### config.mk
export PLATFORM = sky130hd
export DESIGN_NAME = mem_port_arbiter_flat
export DESIGN_NICKNAME = d
export VERILOG_FILES = /design/src/rtl/mem_port_arbiter_pkg.sv /design/src/rtl/mem_port_arbiter_if.sv /design/src/rtl/mem_port_arbiter_req_latch.sv /design/src/rtl/mem_port_arbiter.sv /design/src/flat_wrapper.sv
export SDC_FILE = /design/constraint.sdc
export NUM_CORES = 1
export LEC_CHECK = 0
export BUFFER_PORTS_ARGS = -buffer_cell sky130_fd_sc_hd__buf_2
export CORE_AREA = 2 2 342 344
export CTS_CLUSTER_DIAMETER = 60
export CTS_CLUSTER_SIZE = 14
export DETAILED_ROUTE_END_ITERATION = 10
export DIE_AREA = 0 0 344 346
export GPL_TIMING_DRIVEN = 0
export HOLD_SLACK_MARGIN = 0.03
export SLEW_MARGIN = 20
export SYNTH_ARGS = -nofsm -noshare
export SYNTH_HDL_FRONTEND = slang
export SYNTH_SLANG_ARGS = --single-unit
### constraint.sdc
create_clock -name clk -period 2.7 [get_ports clk]
set_clock_uncertainty 0.15 [all_clocks]
set_input_delay 0.405 -clock clk [delete_from_list [all_inputs] [get_ports clk]]
set_output_delay 0.405 -clock clk [all_outputs]
set_load 0.01 [all_outputs]
### src/rtl/mem_port_arbiter_pkg.sv
// Shared types and constants for the two-port line-memory arbiter and the caches it serves.
package mem_port_arbiter_pkg;

    localparam int ADDR_W = 32;
    localparam int LINE_W = 128;

    typedef logic [LINE_W-1:0] cache_data_type;

    typedef struct packed {
        logic [ADDR_W-1:0] addr;
        cache_data_type    data;
        logic              rw;
    } mem_req_type;

    typedef struct packed {
        cache_data_type data;
        logic           ready;
        logic           err;
    } mem_data_type;

    // On a tie the port that was not served last wins; otherwise whoever is pending.
    function automatic logic rr_pick(input logic [1:0] pend, input logic last_grant);
        if (&pend) return ~last_grant;
        return pend[1];
    endfunction

endpackage

### src/rtl/mem_port_arbiter_if.sv
// Cache-side and memory-side signals of the arbiter; slave = arbiter view, master = environment view.
interface mem_port_arbiter_if #(
    parameter int ADDR_W = mem_port_arbiter_pkg::ADDR_W,
    parameter int LINE_W = mem_port_arbiter_pkg::LINE_W
);
    logic [ADDR_W-1:0] p0_addr, p1_addr;
    logic [LINE_W-1:0] p0_data, p1_data;
    logic              p0_rw, p1_rw, p0_valid, p1_valid;
    logic [LINE_W-1:0] p0_rdata, p1_rdata;
    logic              p0_ready, p1_ready, p0_err, p1_err;
    logic [ADDR_W-1:0] mem_addr;
    logic [LINE_W-1:0] mem_wdata, mem_rdata;
    logic              mem_rw, mem_valid, mem_ready;
    logic [1:0]        dbg_ovf;

    modport slave (
        input  p0_addr, p1_addr, p0_data, p1_data, p0_rw, p1_rw, p0_valid, p1_valid,
        input  mem_rdata, mem_ready,
        output p0_rdata, p1_rdata, p0_ready, p1_ready, p0_err, p1_err,
        output mem_addr, mem_wdata, mem_rw, mem_valid, dbg_ovf
    );

    modport master (
        output p0_addr, p1_addr, p0_data, p1_data, p0_rw, p1_rw, p0_valid, p1_valid,
        output mem_rdata, mem_ready,
        input  p0_rdata, p1_rdata, p0_ready, p1_ready, p0_err, p1_err,
        input  mem_addr, mem_wdata, mem_rw, mem_valid, dbg_ovf
    );
endinterface

### src/rtl/mem_port_arbiter_req_latch.sv
// Per-port request holder: pending flag, captured request fields and a sticky overflow flag.
module arb_req_latch import mem_port_arbiter_pkg::*; #(
    parameter int ADDR_W = mem_port_arbiter_pkg::ADDR_W,
    parameter int LINE_W = mem_port_arbiter_pkg::LINE_W
) (
    input  logic              clk,
    input  logic              rst,
    input  logic              valid,
    input  logic [ADDR_W-1:0] addr_in,
    input  logic [LINE_W-1:0] data_in,
    input  logic              rw_in,
    input  logic              clr,
    output logic              pend,
    output logic [ADDR_W-1:0] addr,
    output logic [LINE_W-1:0] data,
    output logic              rw,
    output logic              ovf
);
    logic              pend_q, pend_d, ovf_q, ovf_d, rw_q, rw_d;
    logic [ADDR_W-1:0] addr_q, addr_d;
    logic [LINE_W-1:0] data_q, data_d;

    always_comb begin
        pend_d = pend_q;
        ovf_d  = ovf_q;
        addr_d = addr_q;
        data_d = data_q;
        rw_d   = rw_q;
        if (clr) pend_d = 1'b0;
        // A pulse landing in the clearing cycle wins, so a back-to-back request is not lost.
        if (valid && (!pend_q || clr)) begin
            pend_d = 1'b1;
            addr_d = addr_in;
            data_d = data_in;
            rw_d   = rw_in;
        end else if (valid) begin
            ovf_d = 1'b1;
        end
    end

    always_ff @(posedge clk) begin
        if (!rst) begin
            pend_q <= 1'b0;
            ovf_q  <= 1'b0;
            addr_q <= '0;
            data_q <= '0;
            rw_q   <= 1'b0;
        end else begin
            pend_q <= pend_d;
            ovf_q  <= ovf_d;
            addr_q <= addr_d;
            data_q <= data_d;
            rw_q   <= rw_d;
        end
    end

    assign pend = pend_q;
    assign addr = addr_q;
    assign data = data_q;
    assign rw   = rw_q;
    assign ovf  = ovf_q;
endmodule

### src/rtl/mem_port_arbiter.sv
// Two-port (I-cache/D-cache) arbiter for one line memory port with watchdog error completion.
// ARB_FIXED_PRIO_EN: port 1 always wins ties; otherwise round-robin.
module mem_port_arbiter import mem_port_arbiter_pkg::*; #(
    parameter int ADDR_W      = mem_port_arbiter_pkg::ADDR_W,
    parameter int LINE_W      = mem_port_arbiter_pkg::LINE_W,
    parameter int TIMEOUT_CYC = 1023
) (
    input logic               clk,
    input logic               rst,
    mem_port_arbiter_if.slave bus
);
    typedef enum logic [1:0] {IDLE, ISSUE, WAIT, RESP} arb_state_type;

    localparam int              CNT_W   = (TIMEOUT_CYC > 1) ? $clog2(TIMEOUT_CYC) : 1;
    localparam logic [CNT_W-1:0] TO_LAST = CNT_W'((TIMEOUT_CYC > 0) ? TIMEOUT_CYC - 1 : 0);
    localparam bit              WDOG_EN = (TIMEOUT_CYC != 0);

    logic [1:0]             req_valid, req_rw_in, req_rw, pend, clr, ovf;
    logic [1:0][ADDR_W-1:0] req_addr_in, req_addr;
    logic [1:0][LINE_W-1:0] req_data_in, req_data;

    assign req_valid   = {bus.p1_valid, bus.p0_valid};
    assign req_rw_in   = {bus.p1_rw, bus.p0_rw};
    assign req_addr_in = {bus.p1_addr, bus.p0_addr};
    assign req_data_in = {bus.p1_data, bus.p0_data};

    for (genvar i = 0; i < 2; i++) begin : g_lat
        arb_req_latch #(.ADDR_W(ADDR_W), .LINE_W(LINE_W)) u_lat (
            .clk(clk), .rst(rst), .valid(req_valid[i]), .addr_in(req_addr_in[i]),
            .data_in(req_data_in[i]), .rw_in(req_rw_in[i]), .clr(clr[i]),
            .pend(pend[i]), .addr(req_addr[i]), .data(req_data[i]), .rw(req_rw[i]), .ovf(ovf[i])
        );
    end

    arb_state_type          state_q, state_d;
    logic                   grant_q, grant_d, last_grant_q, last_grant_d, grant_pick;
    logic [CNT_W-1:0]       cnt_q, cnt_d;
    logic                   mem_valid_q, mem_valid_d, mem_rw_q, mem_rw_d;
    logic [ADDR_W-1:0]      mem_addr_q, mem_addr_d;
    logic [LINE_W-1:0]      mem_wdata_q, mem_wdata_d;
    logic [1:0][LINE_W-1:0] rdata_q, rdata_d;
    logic [1:0]             ready_q, ready_d, err_q, err_d;

`ifdef ARB_FIXED_PRIO_EN
    assign grant_pick = pend[1];
`else
    assign grant_pick = rr_pick(pend, last_grant_q);
`endif

    always_comb begin
        state_d      = state_q;
        grant_d      = grant_q;
        last_grant_d = last_grant_q;
        cnt_d        = cnt_q;
        mem_valid_d  = 1'b0;
        mem_addr_d   = mem_addr_q;
        mem_wdata_d  = mem_wdata_q;
        mem_rw_d     = mem_rw_q;
        rdata_d      = '0;
        ready_d      = '0;
        err_d        = '0;
        clr          = '0;
        unique case (state_q)
            IDLE: if (|pend) begin
                state_d     = ISSUE;
                grant_d     = grant_pick;
                cnt_d       = '0;
                mem_valid_d = 1'b1;
                mem_addr_d  = req_addr[grant_pick];
                mem_wdata_d = req_data[grant_pick];
                mem_rw_d    = req_rw[grant_pick];
            end
            // Watchdog runs from the issue cycle, so an error lands TIMEOUT_CYC cycles after mem_valid.
            ISSUE: begin
                state_d = WAIT;
                cnt_d   = cnt_q + 1'b1;
            end
            WAIT: if (bus.mem_ready) begin
                state_d           = RESP;
                ready_d[grant_q]  = 1'b1;
                rdata_d[grant_q]  = bus.mem_rdata;
            end else if (WDOG_EN && cnt_q >= TO_LAST) begin
                state_d           = RESP;
                ready_d[grant_q]  = 1'b1;
                err_d[grant_q]    = 1'b1;
            end else begin
                cnt_d = cnt_q + 1'b1;
            end
            RESP: begin
                clr[grant_q] = 1'b1;
                last_grant_d = grant_q;
                state_d      = IDLE;
            end
            default: state_d = IDLE;
        endcase
    end

    always_ff @(posedge clk) begin
        if (!rst) begin
            state_q      <= IDLE;
            grant_q      <= 1'b0;
            last_grant_q <= 1'b1;
            cnt_q        <= '0;
            mem_valid_q  <= 1'b0;
            mem_addr_q   <= '0;
            mem_wdata_q  <= '0;
            mem_rw_q     <= 1'b0;
            rdata_q      <= '0;
            ready_q      <= '0;
            err_q        <= '0;
        end else begin
            state_q      <= state_d;
            grant_q      <= grant_d;
            last_grant_q <= last_grant_d;
            cnt_q        <= cnt_d;
            mem_valid_q  <= mem_valid_d;
            mem_addr_q   <= mem_addr_d;
            mem_wdata_q  <= mem_wdata_d;
            mem_rw_q     <= mem_rw_d;
            rdata_q      <= rdata_d;
            ready_q      <= ready_d;
            err_q        <= err_d;
        end
    end

    assign bus.mem_valid = mem_valid_q;
    assign bus.mem_addr  = mem_addr_q;
    assign bus.mem_wdata = mem_wdata_q;
    assign bus.mem_rw    = mem_rw_q;
    assign bus.p0_rdata  = rdata_q[0];
    assign bus.p1_rdata  = rdata_q[1];
    assign bus.p0_ready  = ready_q[0];
    assign bus.p1_ready  = ready_q[1];
    assign bus.p0_err    = err_q[0];
    assign bus.p1_err    = err_q[1];
    assign bus.dbg_ovf   = ovf;
endmodule
### src/flat_wrapper.sv
// flat-port wrapper written by rule: the top's interface ports become plain ports
module mem_port_arbiter_flat import mem_port_arbiter_pkg::*;
#(
    parameter int ADDR_W      = mem_port_arbiter_pkg::ADDR_W,
    parameter int LINE_W      = mem_port_arbiter_pkg::LINE_W,
    parameter int TIMEOUT_CYC = 1023
)
  (clk, rst, bus_p0_addr, bus_p1_addr, bus_p0_data, bus_p1_data, bus_p0_rw, bus_p1_rw, bus_p0_valid, bus_p1_valid, bus_mem_rdata, bus_mem_ready, bus_p0_rdata, bus_p1_rdata, bus_p0_ready, bus_p1_ready, bus_p0_err, bus_p1_err, bus_mem_addr, bus_mem_wdata, bus_mem_rw, bus_mem_valid, bus_dbg_ovf);
  mem_port_arbiter_if #(.ADDR_W(ADDR_W), .LINE_W(LINE_W)) bus_i ();
  input logic clk;
  input logic rst;
  input wire logic [$bits(bus_i.p0_addr)-1:0] bus_p0_addr;
  input wire logic [$bits(bus_i.p1_addr)-1:0] bus_p1_addr;
  input wire logic [$bits(bus_i.p0_data)-1:0] bus_p0_data;
  input wire logic [$bits(bus_i.p1_data)-1:0] bus_p1_data;
  input wire logic [$bits(bus_i.p0_rw)-1:0] bus_p0_rw;
  input wire logic [$bits(bus_i.p1_rw)-1:0] bus_p1_rw;
  input wire logic [$bits(bus_i.p0_valid)-1:0] bus_p0_valid;
  input wire logic [$bits(bus_i.p1_valid)-1:0] bus_p1_valid;
  input wire logic [$bits(bus_i.mem_rdata)-1:0] bus_mem_rdata;
  input wire logic [$bits(bus_i.mem_ready)-1:0] bus_mem_ready;
  output wire logic [$bits(bus_i.p0_rdata)-1:0] bus_p0_rdata;
  output wire logic [$bits(bus_i.p1_rdata)-1:0] bus_p1_rdata;
  output wire logic [$bits(bus_i.p0_ready)-1:0] bus_p0_ready;
  output wire logic [$bits(bus_i.p1_ready)-1:0] bus_p1_ready;
  output wire logic [$bits(bus_i.p0_err)-1:0] bus_p0_err;
  output wire logic [$bits(bus_i.p1_err)-1:0] bus_p1_err;
  output wire logic [$bits(bus_i.mem_addr)-1:0] bus_mem_addr;
  output wire logic [$bits(bus_i.mem_wdata)-1:0] bus_mem_wdata;
  output wire logic [$bits(bus_i.mem_rw)-1:0] bus_mem_rw;
  output wire logic [$bits(bus_i.mem_valid)-1:0] bus_mem_valid;
  output wire logic [$bits(bus_i.dbg_ovf)-1:0] bus_dbg_ovf;
  assign bus_i.p0_addr = bus_p0_addr;
  assign bus_i.p1_addr = bus_p1_addr;
  assign bus_i.p0_data = bus_p0_data;
  assign bus_i.p1_data = bus_p1_data;
  assign bus_i.p0_rw = bus_p0_rw;
  assign bus_i.p1_rw = bus_p1_rw;
  assign bus_i.p0_valid = bus_p0_valid;
  assign bus_i.p1_valid = bus_p1_valid;
  assign bus_i.mem_rdata = bus_mem_rdata;
  assign bus_i.mem_ready = bus_mem_ready;
  assign bus_p0_rdata = bus_i.p0_rdata;
  assign bus_p1_rdata = bus_i.p1_rdata;
  assign bus_p0_ready = bus_i.p0_ready;
  assign bus_p1_ready = bus_i.p1_ready;
  assign bus_p0_err = bus_i.p0_err;
  assign bus_p1_err = bus_i.p1_err;
  assign bus_mem_addr = bus_i.mem_addr;
  assign bus_mem_wdata = bus_i.mem_wdata;
  assign bus_mem_rw = bus_i.mem_rw;
  assign bus_mem_valid = bus_i.mem_valid;
  assign bus_dbg_ovf = bus_i.dbg_ovf;
  mem_port_arbiter #(.ADDR_W(ADDR_W), .LINE_W(LINE_W), .TIMEOUT_CYC(TIMEOUT_CYC)) u_core (.clk(clk), .rst(rst), .bus(bus_i));
endmodule
==> results of run 1 <==
-- sequential cells by signal, summed over array words and instances (netlist names) --
register                 cells
u_core.grant_q               1
u_core.bus.mem_valid         1
u_core.g_lat.u_lat.addr     64
u_core.err_q                 2
u_core.bus.p1_rdata        128
u_core.bus.mem_wdata       128
u_core.g_lat.u_lat.data    256
u_core.ready_q               2
u_core.bus.mem_addr         32
u_core.state_q               2
u_core.cnt_q                10
u_core.bus.mem_rw            1
u_core.g_lat.u_lat.rw        2
u_core.last_grant_q          1
u_core.g_lat.u_lat.ovf       2
u_core.bus.p0_rdata        128
u_core.g_lat.u_lat.pend      2
-- timing repair --
action | 4_1_cts | 5_1_grt
hold buffers | 452 | 0
setup endpoints to repair | 487 | 130
hold endpoints to repair | 582 | 0
buffers inserted | 0 | 0
gates cloned | 0 | 0
pin swaps | 0 | 0
gates resized for setup | 21 | 42
-- worst register-to-register path: cells and delay by family, from the launching register on --
family	cells	cell delay (ns)
compound gates	2	0.33
buf+inv	2	0.78
flops	1	0.42
mux	1	0.74
-- metrics by stage --
step | instances | setup TNS [ns] | utilization | hold slack (ns) | power (mW)
finish | 5920 | 0 | 0.342 | 0.305 | 31.1
global route | 5916 | 0 | 0.342 | 0.321 | 32.5
CTS | 5904 | -0.363 | 0.341 | 0.267 | 31.3
detailed placement | 5331 | -206.55 | 0.280 | 0.296 | 19.8
global placement | 5331 | -277.02 | 0.280 | 0.291 | 19.7
floorplan | 2931 | 0 | - | 0.286 | 16.7
-- layout make-up --
| class | count | area [sq um] | share of cell area |
|---|---|---|---|
| Antenna cell | 16 | 40.0 | 0.00102 |
| Buffer | 225 | 972 | 0.0246 |
| Clock buffer | 86 | 2050 | 0.0521 |
| Clock inverter | 37 | 474 | 0.0120 |
| Inverter | 6 | 22.5 | 0.000571 |
| Multi-Input combinational cell | 1936 | 9810 | 0.249 |
| Sequential cell | 762 | 15300 | 0.387 |
| Tap cell | 1524 | 1910 | 0.0483 |
| Timing Repair Buffer | 1328 | 8910 | 0.226 |
-- Yosys cell counts (4+ instances only) --
library cell	number
a21boi_0	104
o21a_1	4
a21oi_1	231
a211oi_1	158
and2_1	5
nand3_1	14
inv_1	5
o21ai_0	5
nor2_1	422
clkbuf_1	174
dfxtp_1	762
mux2i_1	164
buf_2	27
buf_1	16
ha_1	6
nand2_1	791
buf_4	10
nor3_1	7
-- worst max path at each step --
stage	slack (ns)	cells past startpoint	startpoint	to
floorplan	0.57	7	u_core.state_q[0]	u_core.cnt_q[3]
global placement	-0.99	7	u_core.state_q[0]	u_core.bus.mem_addr[1]
detailed placement	-0.95	9	u_core.state_q[1]	u_core.g_lat[0].u_lat.addr[7]
CTS	-0.18	5	u_core.g_lat[1].u_lat.pend	u_core.bus.mem_addr[29]
global route	0.001	8	u_core.state_q[1]	u_core.g_lat[1].u_lat.addr[3]
finish	0.09	5	u_core.g_lat[1].u_lat.pend	u_core.bus.mem_wdata[0]
-- metal layers --
layer	routed length, microns	GRT usage	vias up
li1	-	-	12435
met1	49900	0.234	12193
met2	57900	0.331	1040
met3	8790	0.0447	259
met4	4990	0.0817	10
met5	68	0	-
-- logic make-up (layout without fill, tap and decap cells) --
kind of cell / count (synthesis) / in the layout
AO/OA/AOI/OAI: 512 / 512
adder cells (fa/ha/maj): 6 / 6
buffers and inverters: 233 / 1682
flip-flops: 762 / 762
multiplexers: 164 / 164
other: 0 / 16
AND/OR/NAND/NOR: 1254 / 1254
-- power groups by stage --
stage | registers, mW | logic (mW) | clock network [mW]
detailed placement | 13.4 | 6.44 | 0
global placement | 13.4 | 6.38 | 0
global route | 13.3 | 7.64 | 11.6
finish | 13.2 | 6.99 | 10.9
floorplan | 13.6 | 3.06 | 0
CTS | 13.2 | 7.01 | 11.1
==> summary.txt, run 1 <==
Timing
  – Worst slew pin tran: 1.10 ns
  – Final setup viols: 0
  – Final Hold Fails: 0
  – Crit path time final: 2.61 ns
  – RSZ-0062 raised after global routing: false
  – Final slew viol count: 0
  – Achievable Freq: 383 MHz
  – Worst Slack Setup Final: 0.0890 ns
  – Relative slew slack: 0.265
  – Period Utilization, post-route: 0.967

Hold path
  – Min-Delay Path Depth: 2
  – Hold_sp: u_core.g_lat[0].u_lat.data[17]
  – Hold EP: u_core.g_lat[0].u_lat.data[17]
  – Class of the worst hold path: flop to flop

Placed design
  – GP Congestion: 0.928
  – HPWL after DPL: 94200 microns
  – Post-Place Setup Slack: -0.949 ns
  – Placed Area: 0.0323 sq mm
  – Port buffer count: 876

Critical path
  – Family with the most delay on the worst path: buffers and inverters
  – CP Data Required Time: 3.00 ns
  – Critical Path AT: 2.91 ns
  – R2r setup slk: 0.09 ns
  – R2r worst-path depth: 5
  – Worst Path Buf+Inv: 2
  – Crit Path Max Fanout: 10
  – Worst path max stage delay: 0.72 ns
  – Critical-path top delay cell: mux2i_1
  – RR Startpoint: u_core.g_lat[1].u_lat.pend
  – Crit Reg-Reg Endpoint: u_core.bus.mem_wdata[0]
  – Critical Path Sink Type: flop
  – Critical path startpoint category: flop
  – CP Class: flop to flop
  – CP Cell Sequence: a21boi_1 -> buf_2 -> clkbuf_4 -> mux2i_1 -> a211oi_1

Synthesis
  – Synth Area in XOR/XNOR: 0
  – Post-synth EDFFs: 0
  – Yosys cell types: 34
  – Synth area leader: dfxtp_1
  – Mux cell area share after synthesis: 0.0632
  – Syn Inst Count: 2931
  – Post-synthesis adder-cell area fraction: 0.00289
  – Net Count, Synth: 3392
  – Area share of the largest cell type after synthesis: 0.587
  – Syn Area/Cell: 8.86 sq um
  – Top post-synthesis cells by area: dfxtp_1 59%, nand2_1 11%, mux2i_1 6.3%
  – Compound-cell area share of the yosys netlist: 0.126
  – Post-synthesis simple-gate area fraction: 0.185
  – Asr flop ratio synth: 0
  – Post-synthesis sequential area ratio: 0.587
  – Cell Area, Synth: 0.0260 sq mm
  – Ys flop type: dfxtp_1
  – Flops & latches, synth: 762
  – Largest family of logic cells by synthesized area: simple AND/OR/NAND/NOR gates
  – Synthesis Warnings: 0

Finish
  – Commonest non-fill, non-tap cell in the layout: buf_2
  – Final instance area: 0.0394 sq mm
  – FILL cells: 11908
  – Nets: 4799
  – Most frequent cells in the layout: 902 x buf_2, 790 x nand2_1, 762 x dfxtp_1
  – Fraction of layout instances using a drive strength above 1: 0.245
  – Area grow syn2layout: 51.9%

Route
  – Post-DRT Antenna Nets: 0
  – Final wirelength: 122000 microns
  – Wire length per cell: 20.6 microns
  – Via Count: 25937
  – First drt pass iteration count: 5
  – Via density: 4.38
  – DR iter-0 viols: 1346
  – DRC viols: 0

Floorplan
  – Die width: 344 microns
  – Core Region: 0.115 sq mm
  – # rows: 125
  – DIE HEIGHT: 346 microns
  – Initial core utilization: 0.225
  – # IOs: 879
  – Die area: 0.119 sq mm

Power
  – Logic gate share of total power: 0.225
  – Leakage power: 16.9 nW
  – Internal cell power: 21.0 mW
  – Sw Ratio: 0.324
  – Sequential power share: 0.424
  – P per Cell Area: 787 mW/mm^2
  – Peak supply drop: 0.366 mV
  – Part of the power in the clock network: 0.351
  – P_sw: 10.1 mW

GRT
  – Vias in the first global route: 25977
  – Initial antenna violation count: 28
  – Remaining Overflow, GRT: 0
  – GRT Total Usage: 0.195
  – First-pass GRT wire length: 171000 microns
  – Largest net degree at the start of global routing: 15

Clocking
  – Worst skew pair latency: 0.66 ns
  – CTS tree: done
  – Clock sinks: 762
  – H-tree depth: 3
  – Total CTS buffers: 79
  – CTS Root Buffer Type: clkbuf_16
  – Clk slew on worst S/H paths: 0.06 ns
  – Max clock buf depth: 3

Flow run
  – Max-Cap Viols: 0

Outcome
  – Run status: complete, no violations
No activity file was read; power rests on OpenSTA's default activity.
==> inputs of run 2 (changes only) <==
Settings changed: CELL_PAD_IN_SITES_DETAIL_PLACEMENT set to 0, CELL_PAD_IN_SITES_GLOBAL_PLACEMENT set to 1, CORE_AREA 2 2 342 344 to 2 2 344 346, DIE_AREA 0 0 344 346 to 0 0 346 348, PLACE_DENSITY_LB_ADDON set to 0.1.
==> run 2 against run 1 <==
  * First-iteration DRC count decreased by 20%
  * Final cell count is 1.1% higher
  * Final area increased by 2.1%
  * Via count is 3.2% lower
  * Routed wire length rose by 3.4%
  * Clock-buffer cell count rose by 20
  * Clock power is 24% higher
  * Fmax rose by 2.1%
  * Sequential power barely moved
  * Critical path depth increased by 1
  * Flip-flop and latch count did not move
  * Non-clock buffer count grew 1
  * Largest cell class unchanged
==> summary.txt, run 2 (same netlist as run 1, synthesis figures left out) <==
Finish
  – Multi-input gate area: 0.00980 sq mm
  – Commonest non-fill, non-tap cell in the layout: buf_2
  – Number of flip-flops in the largest register: 256
  – Most frequent cells in the layout: 902 x buf_2, 789 x nand2_1, 762 x dfxtp_1
  – Nets: 4816
  – Register Area: 0.0153 sq mm
  – Non-filler instance count after layout: 5983
  – Fraction of layout instances using a drive strength above 1: 0.254
  – Area grow syn2layout: 55.1%
  – Fin util: 0.344
  – Final instance area: 0.0403 sq mm
  – FILL cells: 12593

Critical path
  – Critical Path AT: 2.93 ns
  – Crit Path Max Fanout: 10
  – Critical-path top delay cell: clkbuf_2
  – Worst Path Buf+Inv: 3
  – CP Class: flop to flop
  – Family with the most delay on the worst path: buffers and inverters
  – Critical Path Sink Type: flop
  – CP Cell Sequence: inv_1 -> ha_1 -> o21a_2 -> clkbuf_2 -> clkbuf_1 -> a211oi_1
  – CP Data Required Time: 3.07 ns
  – Worst path max stage delay: 0.49 ns
  – Critical path startpoint category: flop

Clocking
  – CTS Root Buffer Type: clkbuf_16
  – H-tree depth: 3
  – Worst skew pair latency: 0.68 ns
  – CTS tree: done
  – Clk slew on worst S/H paths: 0.06 ns
  – Total CTS buffers: 95
  – Setup bufs post-CTS: 0
  – Clock sinks: 762
  – Max clock buf depth: 3

Route
  – Final wirelength: 126000 microns
  – Post-DRT Antenna Nets: 0
  – DR iter-0 viols: 1076
  – First drt pass iteration count: 5
  – DRC viols: 0
  – Via Count: 25113
  – Via density: 4.20
  – Wire length per cell: 21.0 microns

Timing
  – Hold WS: 0.278 ns
  – Achievable Freq: 391 MHz
  – Final slew viol count: 0
  – Final Hold Fails: 0
  – Relative slew slack: 0.253
  – Worst Slack Setup Final: 0.143 ns
  – Final setup viols: 0
  – Period Utilization, post-route: 0.947
  – Crit path time final: 2.56 ns
  – Worst slew pin tran: 1.12 ns
  – RSZ-0062 raised after global routing: true

GRT
  – Vias in the first global route: 25879
  – Initial antenna violation count: 20
  – GRT Total Usage: 0.202
  – First-pass GRT wire length: 180000 microns
  – Largest net degree at the start of global routing: 15
  – Remaining Overflow, GRT: 0

Placed design
  – Placed Instances: 5344
  – GP Congestion: 0.811
  – HPWL after DPL: 96200 microns
  – Placed Area: 0.0323 sq mm
  – Port buffer count: 876
  – Post-Place Setup Slack: -0.882 ns

Outcome
  – Run status: complete, no violations

Floorplan
  – # IOs: 879
  – DIE HEIGHT: 348 microns
  – Die area: 0.120 sq mm
  – Core Region: 0.117 sq mm
  – Initial core utilization: 0.222
  – # rows: 126
  – Die width: 346 microns

Power
  – Leakage power: 17.3 nW
  – Peak supply drop: 0.580 mV
  – P per Cell Area: 837 mW/mm^2

Flow run
  – Max-Cap Viols: 0

Hold path
  – Class of the worst hold path: input port to flop
## run 2: final timing paths
check                             startpoint                              end  slack, ns  cells past startpoint
max                        u_core.state_q[0]          u_core.bus.mem_wdata[2]       0.14                      6
min                                      rst                  u_core.cnt_q[9]       0.28                      4
max reg2reg                u_core.state_q[0]          u_core.bus.mem_wdata[2]       0.14                      6
min reg2reg  u_core.g_lat[0].u_lat.data[113]  u_core.g_lat[0].u_lat.data[113]       0.30                      2
## run 2: layout make-up
type | count | area share
inverter | 6 | 0.000559
timing repair buffer | 1329 | 0.222
antenna | 13 | 0.000808
clock buffer | 106 | 0.0621
clock inverter | 70 | 0.0205
buffer | 225 | 0.0244
sequential | 762 | 0.379
multi-input combinational | 1936 | 0.243
tap | 1536 | 0.0477
## run 2: routing by layer
metal	track usage	wire, microns	up-vias
met1	0.255	56200	11822
met4	0.0580	2950	6
met5	0	34	-
met3	0.0433	6300	155
li1	-	-	12512
met2	0.344	60300	618
## run 2: worst min-delay path, cell delays in order
cell and delay (ns):
clkbuf_1 0.30, nand3b_1 0.18, or3_1 0.09, nand3_1 0.06
## run 2: stage by stage
stage | setup TNS, ns | power, mW
floorplan | 0 | 16.7
global placement | -345.75 | 20.0
detailed placement | -244.19 | 20.0
CTS | 0 | 34.2
global route | -0.163 | 35.4
finish | 0 | 33.7
## run 2: what timing repair did
action,in CTS,in global routing
setup endpoints to repair,525,154
cloned,0,0
hold buffers,452,0
endpoints found under the hold margin,582,0
resized for setup,23,34
## run 2: report_power, final
| part | total (mW) | internal [mW] | switching [mW] |
|---|---|---|---|
| Sequential | 13.2 | 12.5 | 0.699 |
| Clock | 13.5 | 7.76 | 5.77 |
| Combinational | 7.02 | 2.61 | 4.40 |
